--- src/rtl/uart_pkg.sv ---
// Shared definitions for the parametrised UART transmitter.
//   uart_state_e     : transmitter FSM states
//   PARITY_*         : parity mode selectors for PARITY_MODE
//   UART_DIV_115200  : clk cycles per bit for 12 MHz / 115200 baud
//   parity_bit()     : turns the XOR of the data bits into the transmitted parity bit
package uart_pkg;

  typedef enum logic [2:0] {
    StIdle   = 3'd0,
    StStart  = 3'd1,
    StData   = 3'd2,
    StParity = 3'd3,
    StStop   = 3'd4
  } uart_state_e;

  localparam int unsigned PARITY_NONE = 0;
  localparam int unsigned PARITY_EVEN = 1;
  localparam int unsigned PARITY_ODD  = 2;

  localparam int unsigned UART_DIV_115200 = 104;

  // Even parity sends the XOR of the data bits; odd parity sends its complement.
  function automatic logic parity_bit(input logic data_xor, input int unsigned mode);
    return (mode == PARITY_ODD) ? ~data_xor : data_xor;
  endfunction

endpackage

--- src/rtl/uart_baud_tick.sv ---
// Bit-period timer for the UART transmitter.
//   clk      : system clock
//   reset_n  : asynchronous reset, active low
//   restart  : clears the count (held while idle and pulsed on each handshake)
//   tick     : high in the last clk cycle of every CLK_DIV-cycle bit period
module uart_baud_tick
  import uart_pkg::*;
#(
  parameter int unsigned CLK_DIV = UART_DIV_115200
) (
  input  logic clk,
  input  logic reset_n,
  input  logic restart,
  output logic tick
);

  localparam int unsigned CntW = (CLK_DIV > 2) ? $clog2(CLK_DIV) : 1;
  localparam logic [CntW-1:0] CntMax = CntW'(CLK_DIV - 1);

  if (CLK_DIV < 2 || CLK_DIV > 65535) begin : g_bad_div
    $error("uart_baud_tick: CLK_DIV=%0d outside 2..65535", CLK_DIV);
  end

  logic [CntW-1:0] cnt_q, cnt_d;

  assign tick = (cnt_q == CntMax);

  always_comb begin
    cnt_d = cnt_q + 1'b1;
    if (restart || tick) begin
      cnt_d = '0;
    end
  end

  always_ff @(posedge clk or negedge reset_n) begin
    if (!reset_n) begin
      cnt_q <= '0;
    end else begin
      cnt_q <= cnt_d;
    end
  end

endmodule

--- src/rtl/uart_tx_param.sv ---
// Parametrised UART transmitter: takes a word on a valid/ready handshake and sends it
// LSB-first as start bit, DATA_BITS data bits, optional parity bit and STOP_BITS stop bits.
//   clk       : system clock
//   reset_n   : asynchronous reset, active low
//   tx_valid  : producer has a word on tx_data
//   tx_data   : word to send, captured on the handshake edge only
//   tx_ready  : a word can be accepted this cycle (idle, or last cycle of the final stop bit)
//   tx_busy   : frame in progress
//   RS232_Tx  : registered serial line, idle high
module uart_tx_param
  import uart_pkg::*;
#(
  parameter int unsigned CLK_DIV     = UART_DIV_115200,
  parameter int unsigned DATA_BITS   = 8,
  parameter int unsigned PARITY_MODE = PARITY_NONE,
  parameter int unsigned STOP_BITS   = 1
) (
  input  logic                 clk,
  input  logic                 reset_n,
  input  logic                 tx_valid,
  input  logic [DATA_BITS-1:0] tx_data,
  output logic                 tx_ready,
  output logic                 tx_busy,
  output logic                 RS232_Tx
);

  if (DATA_BITS < 5 || DATA_BITS > 9) begin : g_bad_data_bits
    $error("uart_tx_param: DATA_BITS=%0d outside 5..9", DATA_BITS);
  end
  if (PARITY_MODE > PARITY_ODD) begin : g_bad_parity
    $error("uart_tx_param: PARITY_MODE=%0d not 0, 1 or 2", PARITY_MODE);
  end
  if (STOP_BITS < 1 || STOP_BITS > 2) begin : g_bad_stop
    $error("uart_tx_param: STOP_BITS=%0d not 1 or 2", STOP_BITS);
  end

  localparam int unsigned IdxW = $clog2(DATA_BITS);
  localparam logic [IdxW-1:0] LastIdx = IdxW'(DATA_BITS - 1);
  localparam logic LastStop = 1'(STOP_BITS - 1);
  localparam bit HasParity = (PARITY_MODE != PARITY_NONE);

  uart_state_e          state_q, state_d;
  logic [DATA_BITS-1:0] shift_q, shift_d;
  logic [IdxW-1:0]      idx_q, idx_d;
  logic                 stop_idx_q, stop_idx_d;
  logic                 parity_q, parity_d;
  logic                 tx_q, tx_d;
  logic                 tick, handshake, last_stop;

  uart_baud_tick #(
    .CLK_DIV(CLK_DIV)
  ) u_baud_tick (
    .clk    (clk),
    .reset_n(reset_n),
    .restart(handshake || (state_q == StIdle)),
    .tick   (tick)
  );

  assign last_stop = (state_q == StStop) && tick && (stop_idx_q == LastStop);
  assign handshake = tx_valid && tx_ready;

  always_ff @(posedge clk or negedge reset_n) begin
    if (!reset_n) begin
      state_q    <= StIdle;
      shift_q    <= '0;
      idx_q      <= '0;
      stop_idx_q <= 1'b0;
      parity_q   <= 1'b0;
      tx_q       <= 1'b1;
    end else begin
      state_q    <= state_d;
      shift_q    <= shift_d;
      idx_q      <= idx_d;
      stop_idx_q <= stop_idx_d;
      parity_q   <= parity_d;
      tx_q       <= tx_d;
    end
  end

  always_comb begin
    state_d    = state_q;
    shift_d    = shift_q;
    idx_d      = idx_q;
    stop_idx_d = stop_idx_q;
    parity_d   = parity_q;
    unique case (state_q)
      StIdle: ;
      StStart: begin
        if (tick) begin
          state_d = StData;
          idx_d   = '0;
        end
      end
      StData: begin
        if (tick) begin
          shift_d = shift_q >> 1;
          if (idx_q == LastIdx) begin
            state_d    = HasParity ? StParity : StStop;
            stop_idx_d = 1'b0;
          end else begin
            idx_d = idx_q + 1'b1;
          end
        end
      end
      StParity: begin
        if (tick) begin
          state_d    = StStop;
          stop_idx_d = 1'b0;
        end
      end
      StStop: begin
        if (tick) begin
          if (stop_idx_q == LastStop) begin
            state_d = StIdle;
          end else begin
            stop_idx_d = 1'b1;
          end
        end
      end
      default: state_d = StIdle;
    endcase
    // A handshake (idle or final stop cycle) loads the next frame, overriding the above.
    if (handshake) begin
      state_d  = StStart;
      shift_d  = tx_data;
      parity_d = parity_bit(^tx_data, PARITY_MODE);
    end
  end

  // The line register follows the next state so the start bit appears right after the
  // handshake edge and back-to-back frames abut without a gap.
  always_comb begin
    tx_ready = (state_q == StIdle) || last_stop;
    tx_busy  = (state_q != StIdle);
    unique case (state_d)
      StStart:  tx_d = 1'b0;
      StData:   tx_d = shift_d[0];
      StParity: tx_d = parity_d;
      default:  tx_d = 1'b1;
    endcase
  end

  assign RS232_Tx = tx_q;

endmodule

--- config.mk ---
export PLATFORM = sky130hd
export DESIGN_NAME = uart_tx_param
export DESIGN_NICKNAME = d
export VERILOG_FILES = /design/src/rtl/uart_pkg.sv /design/src/rtl/uart_baud_tick.sv /design/src/rtl/uart_tx_param.sv
export SDC_FILE = /design/constraint.sdc
export NUM_CORES = 1
export LEC_CHECK = 0
export ABC_AREA = 1
export BUFFER_PORTS_ARGS = -buffer_cell sky130_fd_sc_hd__buf_2
export CORE_MARGIN = 2
export CORE_UTILIZATION = 28
export CTS_CLUSTER_DIAMETER = 200
export CTS_CLUSTER_SIZE = 24
export DETAILED_ROUTE_END_ITERATION = 10
export MAX_ROUTING_LAYER = met4
export PLACE_DENSITY_LB_ADDON = 0.3
export SYNTH_ARGS = -nofsm -noshare
export SYNTH_HDL_FRONTEND = slang
export SYNTH_SLANG_ARGS = --single-unit
--- constraint.sdc ---
create_clock -name clk -period 4.1 [get_ports clk]
set_input_delay 0.615 -clock clk [delete_from_list [all_inputs] [get_ports clk]]
set_output_delay 0.615 -clock clk [all_outputs]
set_load 0.05 [all_outputs]
==> results of run 1 <==
[report_power, final]
| group | switching [µW] | total, µW | internal, µW | leakage (µW) |
|---|---|---|---|---|
| clock | 79.6 | 148 | 68.9 | 0.0000217 |
| combinational | 21.0 | 31.8 | 10.8 | 0.000572 |
| sequential | 0 | 227 | 227 | 0.000261 |
[placed cells by master, fill, tap and decap left out, drive strengths merged, types with 3 or more instances in the layout]
cell type   n
nand2      73
o211ai      7
clkbuf      3
nor3        6
dfrtp      22
inv        34
nor2       16
ha          3
buf        13
a21oi       3
nand3      17
o21ai       5
[through the flow]
step | setup WS, ns | instances
floorplan | 2.22 | 195
global placement | 2.19 | 274
detailed placement | 2.15 | 274
CTS | 1.84 | 278
global route | 1.70 | 278
finish | 1.85 | 278
[worst reg2reg max path, stage by stage, from the launching register on]
cell and delay [ns]:
dfrtp_1 0.38, ha_1 0.21, nand3_1 0.10, nor2_2 0.39
nand2_2 0.18, nand2_1 0.10, nand2_1 0.05, nand2_1 0.05
nand2_1 0.07, nand2_1 0.06, nand3_1 0.09
[layer usage]
layer	share of wire	vias up
li1	-	643
met1	0.53	517
met2	0.42	27
met3	0.033	5
met4	0.020	0
met5	0	-
[cell families (layout without fill, tap and decap cells)]
| family | after synthesis | in the layout |
|---|---|---|
| simple gates | 115 | 115 |
| xor+xnor | 1 | 1 |
| fa+ha+maj | 3 | 3 |
| flops | 23 | 23 |
| compound gates | 17 | 17 |
| buf+inv | 36 | 52 |
[area by class of cell]
cell class	count	share of cell area
Inverter	35	0.0844
Clock buffer	3	0.0263
Sequential cell	23	0.367
Multi-Input combinational cell	136	0.423
Tap cell	67	0.0533
Clock inverter	1	0.00478
Timing Repair Buffer	13	0.0414
[Yosys cell counts]
cell type,instances
a21oi_1,3
and2_1,1
buf_4,1
clkinv_2,1
dfrtp_1,22
dfstp_2,1
ha_1,3
inv_1,30
inv_2,4
nand2_1,68
nand2_2,5
nand3_1,15
nand3_2,1
nand3_4,1
nand4_1,1
nor2_1,13
nor2_2,2
nor2_4,1
nor3_1,6
nor3b_1,1
o211ai_1,7
o21ai_0,4
o21ai_1,1
o22ai_1,1
o31ai_1,1
xnor2_1,1
[worst min-delay path by stage]
| stage | from | to | cells past startpoint |
|---|---|---|---|
| floorplan | reset_n | idx_q[0]$_DFFE_PN0P_ | 0 |
| global placement | u_baud_tick.cnt_q[0]$_DFF_PN0_ | u_baud_tick.cnt_q[0]$_DFF_PN0_ | 1 |
| detailed placement | u_baud_tick.cnt_q[0]$_DFF_PN0_ | u_baud_tick.cnt_q[0]$_DFF_PN0_ | 1 |
| CTS | reset_n | u_baud_tick.cnt_q[4]$_DFF_PN0_ | 1 |
| global route | reset_n | u_baud_tick.cnt_q[4]$_DFF_PN0_ | 1 |
| finish | reset_n | u_baud_tick.cnt_q[4]$_DFF_PN0_ | 1 |
[flip-flops by register name, indices dropped and copies added, names as in the netlist]
signal,count
shift_q,8
u_baud_tick.cnt_q,7
idx_q,3
state_q,3
RS232_Tx,1
parity_q,1
==> flow_summary.yaml, run 1 <==
cells_and_area:
  area_growth_pct: 13.8
  final_nets: 226
  multi_input_area_um2: 664
  final_util: 0.331
  drive_above_1_share: 0.156
  register_area_um2: 577
  fillers: 543
  antenna_cells: 0
  design_area_mm2: 0.00157
synthesis:
  synthCells: 195
  synth_compound_area_frac: 0.0770
  synth-seq-area-share: 0.418
  ys_warn_count: 0
  syn_area_per_cell_um2: 7.08
  synth_top_family_by_area: "simple AND/OR/NAND/NOR gates"
  syn_nets: 209
  ys_ff_latch: 23
  netlist_area_mm2: 0.00138
  yosys.area_share.simple: 0.370
  synth_mux_area_frac: 0
  synth-xor-area-share: 0.00634
  synth_top_area_cell: "dfrtp_1"
  synthAdderAreaFrac: 0.0272
  synth_area_leaders: "dfrtp_1 40%, nand2_1 18%, inv_1 8.2%, nand3_1 5.4%, o211ai_1 3.8%"
  yosysTopAreaCellShare: 0.399
  synth_cell_types: 26
worst_setup_path:
  worst-setup-path-type: "flop to primary output"
  path_cells: "ha_1, nand2_2, inv_2, nand3_2, nand2_2, nand2_1, inv_1, buf_2"
  worstPathArrival_ns: 1.63
  r2r_start: "u_baud_tick.cnt_q[0]$_DFF_PN0_"
  crit_family: "simple AND/OR/NAND/NOR gates"
  critPathRequiredTime_ns: 3.48
  worst_setup_path_start_kind: "flop"
  cp.depth: 8
  r2r_cells: 10
  cp-startpoint: "u_baud_tick.cnt_q[0]$_DFF_PN0_"
  crit_fanout: 5
  cpPeakStageDelay_ns: 0.38
  r2r_end: "RS232_Tx$_DFF_PN1_"
  cp_num_buf_inv: 3
  crit_end: "tx_ready"
  r2r_slack_ns: 2.36
  worstSetupEndpointType: "primary output"
  worst_path_most_repeated_cell: "nand2_2"
  crit_path_top_delay_cell: "dfrtp_1"
clocking:
  cts-buffers-inserted: 3
  cts_tree: "built"
  insertion_delay_ns: 0.27
  holdBufCountCts: 0
  cts.sinks: 23
  cts_root_buffer: "clkbuf_8"
  cts_resized: 0
  cts.clk_slew.worst_paths_ns: 0.09
  clock_path_buffers: 2
  cts.htree.levels: 1
  postCtsSetupBuffers: 0
floorplan:
  initial_core_util: 0.291
  dieArea_mm2: 0.00551
  core_area_mm2: 0.00475
  fp-row-count: 25
  die_h_um: 74.2
  die_w_um: 74.2
  pin_count: 14
grt:
  antenna_found_initial: 0
  grt.total_usage: 0.120
  met2_usage: 0.173
  grt_pass1_wl_mm: 4.90
  grt_overflow: 0
  grt_max_degree: 24
  grt_busiest_layer: "met2"
  grt_util_met3: 0.0163
  grt_pass1_vias: 1124
  grtUsageMet1: 0.167
power_and_ir_drop:
  power_uw: 407
  leakagePower_uw: 0.000855
  p_per_area_mw_per_mm2: 259
  ir_worst_vdd_uv: 110
routing:
  wl_per_cell_um: 10.0
  vias_per_cell: 4.29
  drtAntennaViolNets: 0
  vias: 1192
  dr.pass1.iters: 4
  routed_wirelength_mm: 2.79
  first_iter_violations: 57
  drc_errors: 0
timing:
  tightestPinTransition_ns: 0.507
  maxSlewViolCount: 0
  slew_headroom: 0.662
  final_hold_viol_count: 0
  finClkSkew_ns: 0.00690
  holdWs_ns: 0.298
  min_period_over_period: 0.548
  fmax_ghz: 0.445
  rsz0062_at_grt: "no"
  setup_viol: 0
  final.min_clock_period_ns: 2.25
  tns_ns: 0
place:
  placed_area_mm2: 0.00152
  numPortBuffers: 13
  gp_congestion: 0.751
  dp_hpwl_mm: 2.16
run_status:
  run_status: "complete, no violations"
min_path:
  worstHoldPathType: "primary input to async pin"
job:
  cap_violations: 0
No activity file was read; power rests on OpenSTA's default activity.
==> run 2, diff against run 1 <==
--- a/config.mk
+++ b/config.mk
@@ -5,7 +5,7 @@
 export SDC_FILE = /design/constraint.sdc
 export NUM_CORES = 1
 export LEC_CHECK = 0
-export ABC_AREA = 1
+export ABC_AREA = 0
 export BUFFER_PORTS_ARGS = -buffer_cell sky130_fd_sc_hd__buf_2
 export CORE_MARGIN = 2
 export CORE_UTILIZATION = 28
==> constraint.sdc (replaced) <==
create_clock -name clk -period 1.88 [get_ports clk]
set_input_delay 0.282 -clock clk [delete_from_list [all_inputs] [get_ports clk]]
set_output_delay 0.282 -clock clk [all_outputs]
set_load 0.05 [all_outputs]
==> flow_summary.yaml, run 2 <==
clocking:
  cts-buffers-inserted: 3
  cts_root_buffer: "clkbuf_8"
  clock_path_buffers: 2
  cts_tree: "built"
  cts.htree.levels: 1
  cts.clk_slew.worst_paths_ns: 0.08
  insertion_delay_ns: 0.26
  cts.sinks: 23
routing:
  drc_errors: 0
  first_iter_violations: 28
  vias: 926
  drtAntennaViolNets: 0
  vias_per_cell: 4.82
  dr.pass1.iters: 4
  wl_per_cell_um: 13.2
  routed_wirelength_mm: 2.53
worst_setup_path:
  path_cells: "or3b_4, o21ai_4, and2_4, buf_8"
  r2r_slack_ns: 0.08
  crit_family: "simple AND/OR/NAND/NOR gates"
  critPathRequiredTime_ns: 1.60
  crit_path_top_delay_cell: "or3b_4"
  worstSetupEndpointType: "primary output"
  r2r_start: "u_baud_tick.cnt_q[3]$_DFF_PN0_"
  r2r_cells: 6
  worst_setup_path_start_kind: "flop"
  crit_fanout: 4
  worstPathArrival_ns: 1.57
  worst-setup-path-type: "flop to primary output"
  r2r_end: "shift_q[3]$_DFFE_PN0P_"
  cp_num_buf_inv: 1
  cpPeakStageDelay_ns: 0.44
power_and_ir_drop:
  ir_worst_vdd_uv: 641
  p_per_area_mw_per_mm2: 1260
  leakagePower_uw: 0.000704
grt:
  grt.total_usage: 0.110
  grt_max_degree: 24
  grt_pass1_vias: 917
  antenna_found_initial: 0
  grt_pass1_wl_mm: 4.27
  grt_overflow: 0
place:
  placed_area_mm2: 0.00140
  numPortBuffers: 13
  dp_hpwl_mm: 1.88
  gp_congestion: 0.753
synthesis:
  syn_nets: 126
  synth_most_common_cell: "dfrtp_1"
  ys_warn_count: 0
  ys_ff_latch: 23
  synth_cell_types: 35
  ys.flop_type: "dfrtp_1"
  synthCells: 112
  syn_area_per_cell_um2: 11.0
  synth_top_area_cell: "dfrtp_1"
  netlist_area_mm2: 0.00123
  synth_area_leaders: "dfrtp_1 45%, xnor2_1 6.4%, a22o_2 4.9%, a21o_2 3.5%, ha_1 3.0%"
  synth_edf_count: 0
  synth-seq-area-share: 0.468
  yosysTopAreaCellShare: 0.446
  synthTopCellsByCount: "22 x dfrtp_1, 10 x nor2_1, 9 x xnor2_1"
  async_reset_ff_frac: 1.00
cells_and_area:
  regMostFlops: "shift_q"
  layout_commonest_cell: "dfrtp_1"
  register_area_um2: 577
  area_growth_pct: 23.8
  antenna_cells: 0
  final_nets: 155
  drive_above_1_share: 0.400
  largest_register_ffs: 8
  multi_input_area_um2: 649
  reg.largest.list: "shift_q (8), u_baud_tick.cnt_q (7)"
  design_area_mm2: 0.00153
  layout_common_cells: "22 x dfrtp_1, 14 x buf_4, 12 x buf_2, 9 x nor2_1, 9 x xnor2_1"
  fillers: 442
timing:
  fmax_ghz: 0.541
  maxSlewViolCount: 0
  final.min_clock_period_ns: 1.85
  min_period_over_period: 0.984
  finClkSkew_ns: 0.00387
  rsz0062_at_grt: "yes"
  tns_ns: 0
  holdWs_ns: -0.0229
  final_hold_viol_count: 22
  tightestPinTransition_ns: 0.501
  slew_headroom: 0.666
  setup_viol: 0
floorplan:
  dieArea_mm2: 0.00495
  pin_count: 14
  die_w_um: 70.4
  fp-row-count: 24
  die_h_um: 70.4
  core_area_mm2: 0.00429
  initial_core_util: 0.287
min_path:
  worstHoldPathType: "primary input to async pin"
run_status:
  run_status: "finished, violations left"
  violations: "negative hold slack"
job:
  cap_violations: 0
-- run 2: cell count changes in the layout (fill, tap and decap cells not counted), sizes merged, moves of 8 or more --
cell | previous run | this run
buf | 13 | 27
a22o | 0 | 8
nand2 | 73 | 5
inv | 34 | 3
xnor2 | 1 | 9
nand3 | 17 | 4
-- run 2: worst max path at each step --
stage | startpoint | to | slack (ns) | cells past startpoint
2_1_floorplan | u_baud_tick.cnt_q[3]$_DFF_PN0_ | RS232_Tx$_DFF_PN1_ | 0.08 | 5
3_3_place_gp | u_baud_tick.cnt_q[0]$_DFF_PN0_ | RS232_Tx$_DFF_PN1_ | 0.07 | 6
3_5_place_dp | u_baud_tick.cnt_q[0]$_DFF_PN0_ | shift_q[3]$_DFFE_PN0P_ | 0.01 | 6
4_1_cts | u_baud_tick.cnt_q[3]$_DFF_PN0_ | tx_ready | 0.0008 | 4
5_1_grt | u_baud_tick.cnt_q[4]$_DFF_PN0_ | tx_ready | -0.03 | 4
6_report | u_baud_tick.cnt_q[3]$_DFF_PN0_ | tx_ready | 0.03 | 4
-- run 2: routing by layer --
layer	track usage	share of wire	vias up
li1	-	-	455
met1	0.143	0.47	447
met2	0.167	0.48	18
met3	0.0188	0.035	6
met4	0.0534	0.018	0
met5	-	0	-
-- run 2: worst reg2reg max path, stage by stage, from the launching register on --
cell     delay, ns
dfrtp_1       0.39
or3b_4        0.44
o21ai_4       0.17
buf_4         0.13
and3_4        0.23
nor2_1        0.12
a21o_2        0.23
-- run 2: repair_timing --
item / CTS / global route
hold buffers: 0 / 0
buffers inserted: 2 / 2
setup endpoints to repair: 1 / 5
resized for setup: 7 / 5
-- run 2: logic make-up (layout without fill, tap and decap cells) --
kind of cell / count (synthesis) / after routing / synth area share
simple gates: 37 / 37 / 0.175
compound gates: 28 / 28 / 0.175
flops: 23 / 23 / 0.468
xor+xnor: 11 / 11 / 0.0781
buf+inv: 6 / 34 / 0.0395
mux: 4 / 4 / 0.0335
fa+ha+maj: 3 / 3 / 0.0304
-- run 2: metrics by stage --
| stage | util | std cells | hold WS [ns] | power [µW] | worst slack, ns |
|---|---|---|---|---|---|
| after floorplan | - | 112 | -0.0136 | 1340 | 0.0799 |
| after global placement | 0.326 | 184 | 0.280 | 1510 | 0.0703 |
| after detailed placement | 0.326 | 184 | 0.288 | 1520 | 0.0124 |
| after CTS | 0.348 | 190 | 0.000149 | 1890 | 0.000755 |
| after global routing | 0.356 | 192 | 0.0132 | 2070 | -0.0255 |
| final | 0.356 | 192 | -0.0229 | 1920 | 0.0303 |
-- run 2: power breakdown --
group          internal [µW]  leakage (µW)  switching, µW
logic                    403      0.000401            401
clock network            151     0.0000228            150
registers                690      0.000280            126
total                   1240      0.000704            677
-- run 2: area by class of cell --
cell class              count  area share
multi-input cells          83       0.425
inverters                   3     0.00737
flip-flops and latches     23       0.378
well taps                  52      0.0426
repair buffers             27       0.118
clock buffers               4      0.0295
==> run 3, diff against run 2 <==
--- a/config.mk
+++ b/config.mk
@@ -14,6 +14,8 @@
 export DETAILED_ROUTE_END_ITERATION = 10
 export MAX_ROUTING_LAYER = met4
 export PLACE_DENSITY_LB_ADDON = 0.3
+export RECOVER_POWER = 25
+export SKIP_LAST_GASP = 1
 export SYNTH_ARGS = -nofsm -noshare
 export SYNTH_HDL_FRONTEND = slang
 export SYNTH_SLANG_ARGS = --single-unit
==> constraint.sdc (replaced) <==
create_clock -name clk -period 2.1 [get_ports clk]
set_input_delay 0.315 -clock clk [delete_from_list [all_inputs] [get_ports clk]]
set_output_delay 0.315 -clock clk [all_outputs]
set_load 0.05 [all_outputs]
==> flow_summary.yaml, run 3 (synthesis results as in run 2) <==
run_status:
  run_status: "complete, no violations"
cells_and_area:
  layout_common_cells: "21 x dfrtp_1, 11 x buf_2, 10 x nor2_1, 9 x xnor2_1, 6 x a22o_2"
  register_area_um2: 578
  drive_above_1_share: 0.331
  largest_register_ffs: 8
  final_util: 0.329
  reg.largest.list: "shift_q (8), u_baud_tick.cnt_q (7)"
  multi_input_area_um2: 617
  fillers: 439
  antenna_cells: 0
  area_growth_pct: 14.6
  layout_commonest_cell: "dfrtp_1"
  regMostFlops: "shift_q"
  final_nets: 145
routing:
  first_iter_violations: 14
  drtAntennaViolNets: 0
  vias: 884
  dr.pass1.iters: 4
  vias_per_cell: 4.86
  drc_errors: 0
  routed_wirelength_mm: 2.27
  wl_per_cell_um: 12.5
clocking:
  cts.sinks: 23
  cts_tree: "built"
  cts.htree.levels: 1
  insertion_delay_ns: 0.27
  cts.clk_slew.worst_paths_ns: 0.08
  postCtsSetupBuffers: 0
  holdBufCountCts: 0
  cts_resized: 3
  cts_root_buffer: "clkbuf_8"
  cts-buffers-inserted: 3
  clock_path_buffers: 2
power_and_ir_drop:
  clkPwrFrac: 0.171
  p_seq_frac: 0.466
  p_per_area_mw_per_mm2: 1130
  power.internal_uw: 1030
  p_sw_uw: 570
  swShare: 0.356
  pwr-share-comb: 0.362
  ir_worst_vdd_uv: 546
  leakagePower_uw: 0.000649
worst_setup_path:
  worstPathArrival_ns: 1.71
  crit_fanout: 7
  worstSetupEndpointType: "primary output"
  critPathRequiredTime_ns: 1.78
  worst-setup-path-type: "flop to primary output"
  worst_setup_path_start_kind: "flop"
floorplan:
  core_area_mm2: 0.00429
  pin_count: 14
  dieArea_mm2: 0.00495
  initial_core_util: 0.287
  die_h_um: 70.4
  die_w_um: 70.4
  fp-row-count: 24
place:
  gp_congestion: 0.808
  dp_hpwl_mm: 1.77
  numPortBuffers: 13
grt:
  grt_pass1_wl_mm: 4.04
  antenna_found_initial: 0
  grt_overflow: 0
  grt_max_degree: 24
  grt.total_usage: 0.103
  grt_pass1_vias: 865
timing:
  maxSlewViolCount: 0
  setup_viol: 0
  tns_ns: 0
  final.min_clock_period_ns: 2.02
  min_period_over_period: 0.963
  slew_headroom: 0.190
  rsz0062_at_grt: "no"
  finClkSkew_ns: 0.00254
  fmax_ghz: 0.494
  tightestPinTransition_ns: 1.22
  final_hold_viol_count: 0
min_path:
  worstHoldPathType: "primary input to async pin"
job:
  cap_violations: 0
## run 3: worst max-delay path, stage by stage (launching register included)
cell and delay [ns]:
dfrtp_2 0.45, or3b_4 0.44, o21ai_2 0.19, and2_2 0.17, buf_4 0.19
## run 3: final timing paths
| path | from | end | slack [ns] | cells past startpoint |
|---|---|---|---|---|
| worst max-delay path | u_baud_tick.cnt_q[3]$_DFF_PN0_ | tx_ready | 0.08 | 4 |
| worst min-delay path | reset_n | parity_q$_DFF_PN0_ | 0.28 | 1 |
| worst max register to register | u_baud_tick.cnt_q[3]$_DFF_PN0_ | RS232_Tx$_DFF_PN1_ | 0.25 | 5 |
| worst min register to register | u_baud_tick.cnt_q[0]$_DFF_PN0_ | u_baud_tick.cnt_q[0]$_DFF_PN0_ | 0.46 | 1 |
| max in group asynchronous | reset_n | u_baud_tick.cnt_q[3]$_DFF_PN0_ | 1.02 | 1 |
| min in group clk | tx_data[0] | shift_q[0]$_DFF_PN0_ | 0.30 | 3 |
## run 3: per-layer routing
metal	routed length, µm	global-route usage
met4	27	0.0256
met2	1030	0.155
met5	0	-
met1	1080	0.130
met3	128	0.0404
## run 3: final cells by class
type,instances,area share
flip-flops and latches,23,0.409
clock buffers,3,0.0292
clock inverters,1,0.00354
well taps,52,0.0460
multi-input cells,83,0.436
repair buffers,17,0.0681
inverters,3,0.00796
## run 3: power by group through the flow
stage	logic [µW]	registers, µW	clock network (µW)
after floorplan	451	748	0
after global placement	569	746	0
after detailed placement	572	751	0
after CTS	588	743	283
after global routing	651	778	307
final	581	747	275
## run 3: metrics by stage
stage / instance area [µm²] / total power (µW) / setup slack (ns) / std cells / hold WS (ns)
6_report: 1410 / 1600 / 0.0769 / 182 / 0.279
5_1_grt: 1410 / 1740 / 0.00832 / 182 / 0.299
3_3_place_gp: 1360 / 1310 / 0.213 / 178 / 0.315
2_1_floorplan: 1230 / 1200 / 0.300 / 112 / 0.0194
3_5_place_dp: 1360 / 1320 / 0.178 / 178 / 0.318
4_1_cts: 1410 / 1610 / 0.0584 / 182 / 0.0246
